$ cat src/rtl/fsm_input_queue.sv
// Dispatch-code FIFO that feeds the microcoded sequencer's `inp` bus and pops once per dispatch state.
// Optional empty-queue bypass path is enabled by defining FSM_INPUT_QUEUE_BYPASS_EN.
module fsm_input_queue #(
    parameter int         DEPTH      = 4,
    parameter logic [3:0] DISP_A     = 4'b0011,
    parameter logic [3:0] DISP_B     = 4'b1010,
    parameter logic [1:0] EMPTY_CODE = 2'b00
) (
    input  logic                       clk,
    input  logic                       rst,
    input  logic                       push_valid,
    input  logic [1:0]                 push_data,
    output logic                       push_ready,
    input  logic [3:0]                 fsm_state,
    output logic [1:0]                 inp,
    output logic [$clog2(DEPTH):0]     count,
    output logic                       empty,
    output logic                       full,
    output logic                       underflow
);

    localparam int PW = $clog2(DEPTH);
    localparam int CW = PW + 1;

    logic [1:0]    mem [DEPTH];
    logic [PW-1:0] rd_ptr;
    logic [PW-1:0] wr_ptr;
    logic          pop_req;
    logic          bypass_fire;
    logic          push_do;
    logic          pop_do;
    logic          underflow_set;

    assign pop_req    = (fsm_state == DISP_A) || (fsm_state == DISP_B);
    assign empty      = (count == '0);
    assign full       = (count == CW'(DEPTH));
    assign push_ready = !full;

`ifdef FSM_INPUT_QUEUE_BYPASS_EN
    // An empty queue hands a fresh code straight to a dispatching sequencer.
    assign bypass_fire = empty && push_valid && pop_req;
`else
    assign bypass_fire = 1'b0;
`endif

    assign push_do       = push_valid && push_ready && !bypass_fire;
    assign pop_do        = pop_req && !empty;
    assign underflow_set = pop_req && empty && !bypass_fire;

    // NOTE: every always_comb output gets a default first so no path leaves it unassigned (no latch).
    always_comb begin
        inp = EMPTY_CODE;
        if (!empty) begin
            inp = mem[rd_ptr];
        end
`ifdef FSM_INPUT_QUEUE_BYPASS_EN
        else if (push_valid) begin
            inp = push_data;
        end
`endif
    end

    // NOTE: storage array has no reset; the pointers and count alone define which entries are valid.
    always_ff @(posedge clk) begin
        if (push_do) begin
            mem[wr_ptr] <= push_data;
        end
    end

    // NOTE: sequential state uses non-blocking assignments so all registers update from pre-edge values.
    always_ff @(posedge clk or posedge rst) begin
        if (rst) begin
            rd_ptr    <= '0;
            wr_ptr    <= '0;
            count     <= '0;
            underflow <= 1'b0;
        end else begin
            if (push_do) begin
                wr_ptr <= wr_ptr + PW'(1);
            end
            if (pop_do) begin
                rd_ptr <= rd_ptr + PW'(1);
            end
            case ({push_do, pop_do})
                2'b10:   count <= count + CW'(1);
                2'b01:   count <= count - CW'(1);
                default: count <= count;
            endcase
            if (underflow_set) begin
                underflow <= 1'b1;
            end
        end
    end

endmodule

$ cat config.mk
export PLATFORM = sky130hd
export DESIGN_NAME = fsm_input_queue
export DESIGN_NICKNAME = d
export VERILOG_FILES = /design/src/rtl/fsm_input_queue.sv
export SDC_FILE = /design/constraint.sdc
export NUM_CORES = 1
export LEC_CHECK = 0
export ABC_AREA = 0
export BUFFER_PORTS_ARGS = -buffer_cell sky130_fd_sc_hd__buf_2
export CORE_MARGIN = 8
export CORE_UTILIZATION = 45
export CTS_CLUSTER_DIAMETER = 120
export DETAILED_ROUTE_END_ITERATION = 7
export PLACE_DENSITY_LB_ADDON = 0.3
export SETUP_SLACK_MARGIN = 0.5
export SLEW_MARGIN = 20
export SYNTH_ARGS = -nofsm -noshare
export SYNTH_HDL_FRONTEND = slang
export SYNTH_SLANG_ARGS = --single-unit
$ cat constraint.sdc
create_clock -name clk -period 5.3 [get_ports clk]
set_input_delay 0.53 -clock clk [delete_from_list [all_inputs] [get_ports clk]]
set_output_delay 0.53 -clock clk [all_outputs]
set_load 0.05 [all_outputs]
==> results of run 1 <==
## per-layer routing
metal | routed length, um | part of all wire, % | track usage, %
met5 | 0 | 0 | 0
met4 | 43 | 3.3 | 6.29
met3 | 112 | 8.5 | 4.42
met2 | 686 | 52 | 14.6
met1 | 477 | 36 | 7.56
## synth_stat cells
cell type | number | share of area [%]
nor2_1 | 2 | 0.93
mux2_1 | 1 | 1.4
ha_1 | 5 | 7.8
nand2b_1 | 1 | 0.78
mux4_2 | 1 | 2.8
nor2b_4 | 1 | 1.7
edfxtp_1 | 8 | 30
nor4b_2 | 1 | 1.9
nand3_2 | 1 | 1.2
and2b_1 | 1 | 0.93
xnor2_1 | 3 | 3.3
a21o_1 | 1 | 0.93
mux4_1 | 1 | 3.3
inv_1 | 6 | 2.8
and2_1 | 4 | 3.1
nor3_2 | 2 | 2.5
nor2b_1 | 1 | 0.78
dfrtp_1 | 8 | 25
inv_2 | 2 | 0.93
fa_1 | 1 | 2.5
mux2i_1 | 1 | 1.2
xor2_1 | 4 | 4.4
## cell families (layout without fill, tap and decap cells)
family | count (synthesis) | in the layout | synth area share, %
multiplexers | 4 | 4 | 8.72
AND/OR/NAND/NOR | 14 | 14 | 13.9
adder cells (fa/ha/maj) | 6 | 6 | 10.3
XOR/XNOR | 7 | 7 | 7.63
flip-flops | 16 | 16 | 54.8
buffers and inverters | 8 | 29 | 3.74
AO/OA/AOI/OAI | 1 | 1 | 0.935
## flip-flops by register name (all words and copies together) (netlist names)
register / flops
wr_ptr: 2
count: 3
underflow: 1
rd_ptr: 2
mem: 8
## through the flow
step                      cell area [um^2]  hold WS, ns
after global placement                 920        0.437
after global routing                   956        0.182
after CTS                              956        0.162
final                                  956        0.168
after floorplan                        803        0.346
after detailed placement               920        0.444
## report_power, final
group	switching (W)	internal [W]
Combinational	0.000212	0.0000982
Sequential	0.0000383	0.000177
Clock	0.0000386	0.0000419
Total	0.000289	0.000317
## worst paths after layout
kind,to,start,slack [ns]
max,inp[1],rd_ptr[0],3.10
min,wr_ptr[0],rst,0.17
max reg2reg,count[2],count[0],3.33
min reg2reg,underflow,underflow,0.47
max in group asynchronous,rd_ptr[1],rst,4.88
min in group clk,mem[1][0],push_data[0],0.45
## area by class of cell
| cell class | instances | area (um^2) |
|---|---|---|
| Multi-Input combinational cell | 32 | 333 |
| Fill cell | 142 | 752 |
| Inverter | 8 | 30.0 |
| Timing Repair Buffer | 17 | 85.1 |
| Sequential cell | 16 | 440 |
| Clock buffer | 4 | 36.3 |
| Tap cell | 25 | 31.3 |
==> flow_summary.toml, run 1 <==
[placed_design]
gp_congestion = 0.737
hpwl_mm = 1.09
pre_cts_ws_ns = 3.07
place_inst = 98
portBuffers = 17

[cts]
htree_num_levels = 1
post_cts_buffers = 0
cts.sinks = 16
cts_resized = 0
clk_path_buf_depth = 2
cts_buffers = 3
clkTransAtPathRegs_ns = 0.10
ctsHoldBuffers = 0
cts-root-buf = "clkbuf_4"
cts_tree = "built"
clkLatencyLatePin_ns = 0.29

[floorplan]
start_util_pct = 47.0
die_h_um = 58.3
rows = 15
dieArea_um2 = 3390
dieWidth_um = 58.3
core_um2 = 1710
pin_count = 18

[timing]
fin_skew_ns = 0.00885
setup-violations-final = 0
fin_setup_tns_ns = 0
min_period_over_period_pct = 41.6
slew_viol_final = 0
worstMarginPinSlew_ns = 0.415
clock.fmax_mhz = 454
relSlewSlack_pct = 72.2
final_hold_viol_count = 0
post-route-min-period_ns = 2.20
fin_ws_ns = 3.10
grt_setup_unrepaired = "no"

[critical_path]
required_ns = 4.77
reg2reg_depth = 8
cp_num_buf_inv = 1
worstPathMaxFanout = 4
slowest_stage = "mux4_1"
slowest_delay_ns = 0.57
path_class = "reg2out"
crit_family = "multiplexers"
crit_chain = "mux4_1 -> nor2b_1 -> buf_2"
endpoint_kind = "output pin"
worst_ep_arrival_time_ns = 1.67
startpoint_type = "flop"
path_depth = 3

[yosys]
syn_area_per_cell_um2 = 14.3
synth_fp_nets = 71
syn_inst = 56
synth.distinct_cells = 22
synthesis.area_um2 = 803
ys_warn_count = 0
ys_seq_area_share_pct = 54.8
ys_ff_latch = 16

[detailed_routing]
wl_mm = 1.32
detail_route.iter0.violations = 4
drcViolationCount = 0
num_vias = 464
avgViaCountPerCell = 4.55
first_pass_iters = 4
post_drt_wl_per_cell_um = 12.9
ant_nets = 0

[grt]
grt_max_degree = 10
grt_pass1_wl_mm = 2.13
grt_overflow = 0
grt_pass1_vias = 476
antenna_found_initial = 0
grtUsageTotal_pct = 8.58

[final_layout]
antenna_cells = 0
synthToLayoutAreaGrowth_pct = 19.0
layout_commonest_cell = "buf_2"
final_util_pct = 56.0
drive_gt1_share_pct = 37.7
layout_common_cells = "buf_2 (17), dfrtp_1 (8), edfxtp_1 (8), inv_1 (6), ha_1 (5)"
final_nets = 93
instances_no_fill = 102

[pwr]
power.leakage_nw = 0.442
vdd_ir_drop_max_v = 0.000244
power.total_w = 0.000606
p_per_area_nw_per_um2 = 634

[job]
drv_cap = 0

[outcome]
status = "complete, no violations"

[min_path]
hp-class = "in2async"
No activity file was read; power rests on OpenSTA's default activity.
==> run 2: changes to the inputs <==
- ABC_AREA: 0 -> 1
- clock period: 5.3 -> 2.11 ns (I/O delays scaled with it)
==> flow_summary.toml, run 2 <==
[detailed_routing]
drcViolationCount = 0
detail_route.iter0.violations = 15
post_drt_wl_per_cell_um = 10.5
num_vias = 657
wl_mm = 1.58
ant_nets = 0
first_pass_iters = 4
avgViaCountPerCell = 4.35

[floorplan]
dieArea_um2 = 3610
start_util_pct = 46.1
rows = 16
core_um2 = 1900
pin_count = 18
die_h_um = 60.1
dieWidth_um = 60.1

[timing]
grt_setup_unrepaired = "yes"
clock.fmax_mhz = 583
fin_skew_ns = 0.0123
slew_viol_final = 0
post-route-min-period_ns = 1.71
worstMarginPinSlew_ns = 0.383
final_hold_viol_count = 0
min_period_over_period_pct = 81.3
setup-violations-final = 0
fin_setup_tns_ns = 0
relSlewSlack_pct = 74.4

[critical_path]
r2r_end = "count[2]"
worst_ep_arrival_time_ns = 1.89
path_class = "reg2reg"
r2r_setup_slack_ns = 0.40
required_ns = 2.28
crit_chain = "nor2_4 -> nand2_8 -> nand2_8 -> ha_4 -> inv_2 -> fa_2 -> nand2_1 -> nand3b_1 -> xor2_1"
endpoint_kind = "flop"
slowest_stage = "dfrtp_2"
reg2reg_depth = 9
slowest_delay_ns = 0.44
startpoint_type = "flop"
worstSetupStartpoint = "count[0]"
crit_family = "simple AND/OR/NAND/NOR gates"
worstSetupEndpoint = "count[2]"
cp_num_buf_inv = 1
cpMostUsedCell = "nand2_8"
path_depth = 9
regToRegStartpoint = "count[0]"
worstPathMaxFanout = 2

[final_layout]
final_util_pct = 63.3
final_nets = 140
reg.largest.list = "mem: 8 flops, count: 3 flops"
fillers = 155
largest_register_ffs = 8
seqCellArea_um2 = 445
layout_commonest_cell = "nand2_1"
layout_common_cells = "nand2_1 (30), inv_1 (13), buf_2 (12), edfxtp_1 (8)"
drive_gt1_share_pct = 40.3
regMostFlops = "mem"
antenna_cells = 0
synthToLayoutAreaGrowth_pct = 37.4
multi_input_area_um2 = 412

[cts]
clkTransAtPathRegs_ns = 0.10
clkLatencyLatePin_ns = 0.28
cts-root-buf = "clkbuf_4"
cts_tree = "built"
clk_path_buf_depth = 2
cts.sinks = 16
htree_num_levels = 1
cts_buffers = 3

[yosys]
ys_seq_area_share_pct = 50.3
synth_xor_area_share_pct = 3.86
synth_common_cells = "nand2_1 (30), inv_1 (17), dfrtp_1 (8), edfxtp_1 (8), nor2_1 (6)"
ys_warn_count = 0
synth_simple_gate_area_share_pct = 25.7
syn_inst = 94
syn_area_per_cell_um2 = 9.32
synth_top_family_by_area = "simple AND/OR/NAND/NOR gates"
synth_fp_nets = 109
synth_fa_ha_area_share_pct = 9.43
yosysTopAreaCellShare_pct = 27.4
async_flop_share_pct = 50.0
yosys-top-cells-area = "edfxtp_1 (27%), dfrtp_1 (23%), nand2_1 (13%)"
synthFlopType = "edfxtp_1"
synth-compound-area-share_pct = 2.57
synth-edff-count = 8
ys_ff_latch = 16
synthMuxAreaShare_pct = 0
synth.most_common_cell = "nand2_1"
synth.distinct_cells = 23
synthesis.area_um2 = 876
synth_area_leader_cell = "edfxtp_1"

[outcome]
status = "complete, no violations"

[grt]
grtUsageTotal_pct = 10.1
grt_pass1_vias = 666
grt_pass1_wl_mm = 2.75
grt_max_degree = 10
antenna_found_initial = 0
grt_overflow = 0

[pwr]
p_per_area_nw_per_um2 = 1620
vdd_ir_drop_max_v = 0.00114
power.leakage_nw = 0.582
power.total_w = 0.00194

[placed_design]
gp_congestion = 0.815
portBuffers = 17
hpwl_mm = 1.22

[min_path]
hp-class = "in2reg"

[job]
drv_cap = 0
==> run 2: repair_timing <==
item / in CTS / in global routing
hold buffers: 1 / 0
setup buffers: 5 / 3
hold endpoints to repair: 8 / 0
endpoints found under the setup margin: 5 / 7
gates resized for setup: 11 / 17
pin swaps: 8 / 2
==> run 2: routing by layer <==
metal	track usage [%]	part of all wire (%)
met4	4.42	0.63
met5	0	0
met3	3.66	8.7
met2	16.8	50
met1	11.2	41
==> run 2: cell families after synthesis <==
logic type,count (synthesis)
DFF,16
AOI/OAI and AO/OA,4
and+or+nand+nor,46
buffers and inverters,19
adders and majority gates,6
xor gates and xnor gates,3
==> run 2: area by class of cell <==
cell class,instances,area share (%)
flip-flops and latches,16,37.0
multi-input cells,59,34.2
repair buffers,26,17.0
inverters,19,6.76
well taps,27,2.81
clock buffers,3,1.87
clock inverters,1,0.312
==> run 2: through the flow <==
stage	setup slack, ns	hold WS, ns	cell area (um^2)	std cells
after floorplan	0.216	0.0265	911	94
after detailed placement	0.284	0.188	1030	138
after global placement	0.323	0.174	1030	138
final	0.395	0.148	1200	151
after CTS	0.395	0.138	1140	148
after global routing	0.297	0.139	1200	151
==> run 2: report_power, final <==
| group | switching, W | leakage [nW] | total (W) | internal (W) |
|---|---|---|---|---|
| clock | 0.0000904 | 0.0154 | 0.000159 | 0.0000685 |
| combinational | 0.000772 | 0.403 | 0.00124 | 0.000468 |
| sequential | 0.0000971 | 0.164 | 0.000545 | 0.000448 |
| total | 0.000960 | 0.582 | 0.00194 | 0.000984 |
==> run 2: worst min path at each step <==
stage	from	to	slack (ns)	cells past startpoint
4_1_cts	push_data[1]	mem[2][1]	0.14	1
3_3_place_gp	rst	wr_ptr[1]	0.17	2
5_1_grt	push_data[1]	mem[2][1]	0.14	1
6_report	push_data[1]	mem[2][1]	0.15	1
2_1_floorplan	rst	rd_ptr[0]	0.03	1
3_5_place_dp	rst	wr_ptr[0]	0.19	2
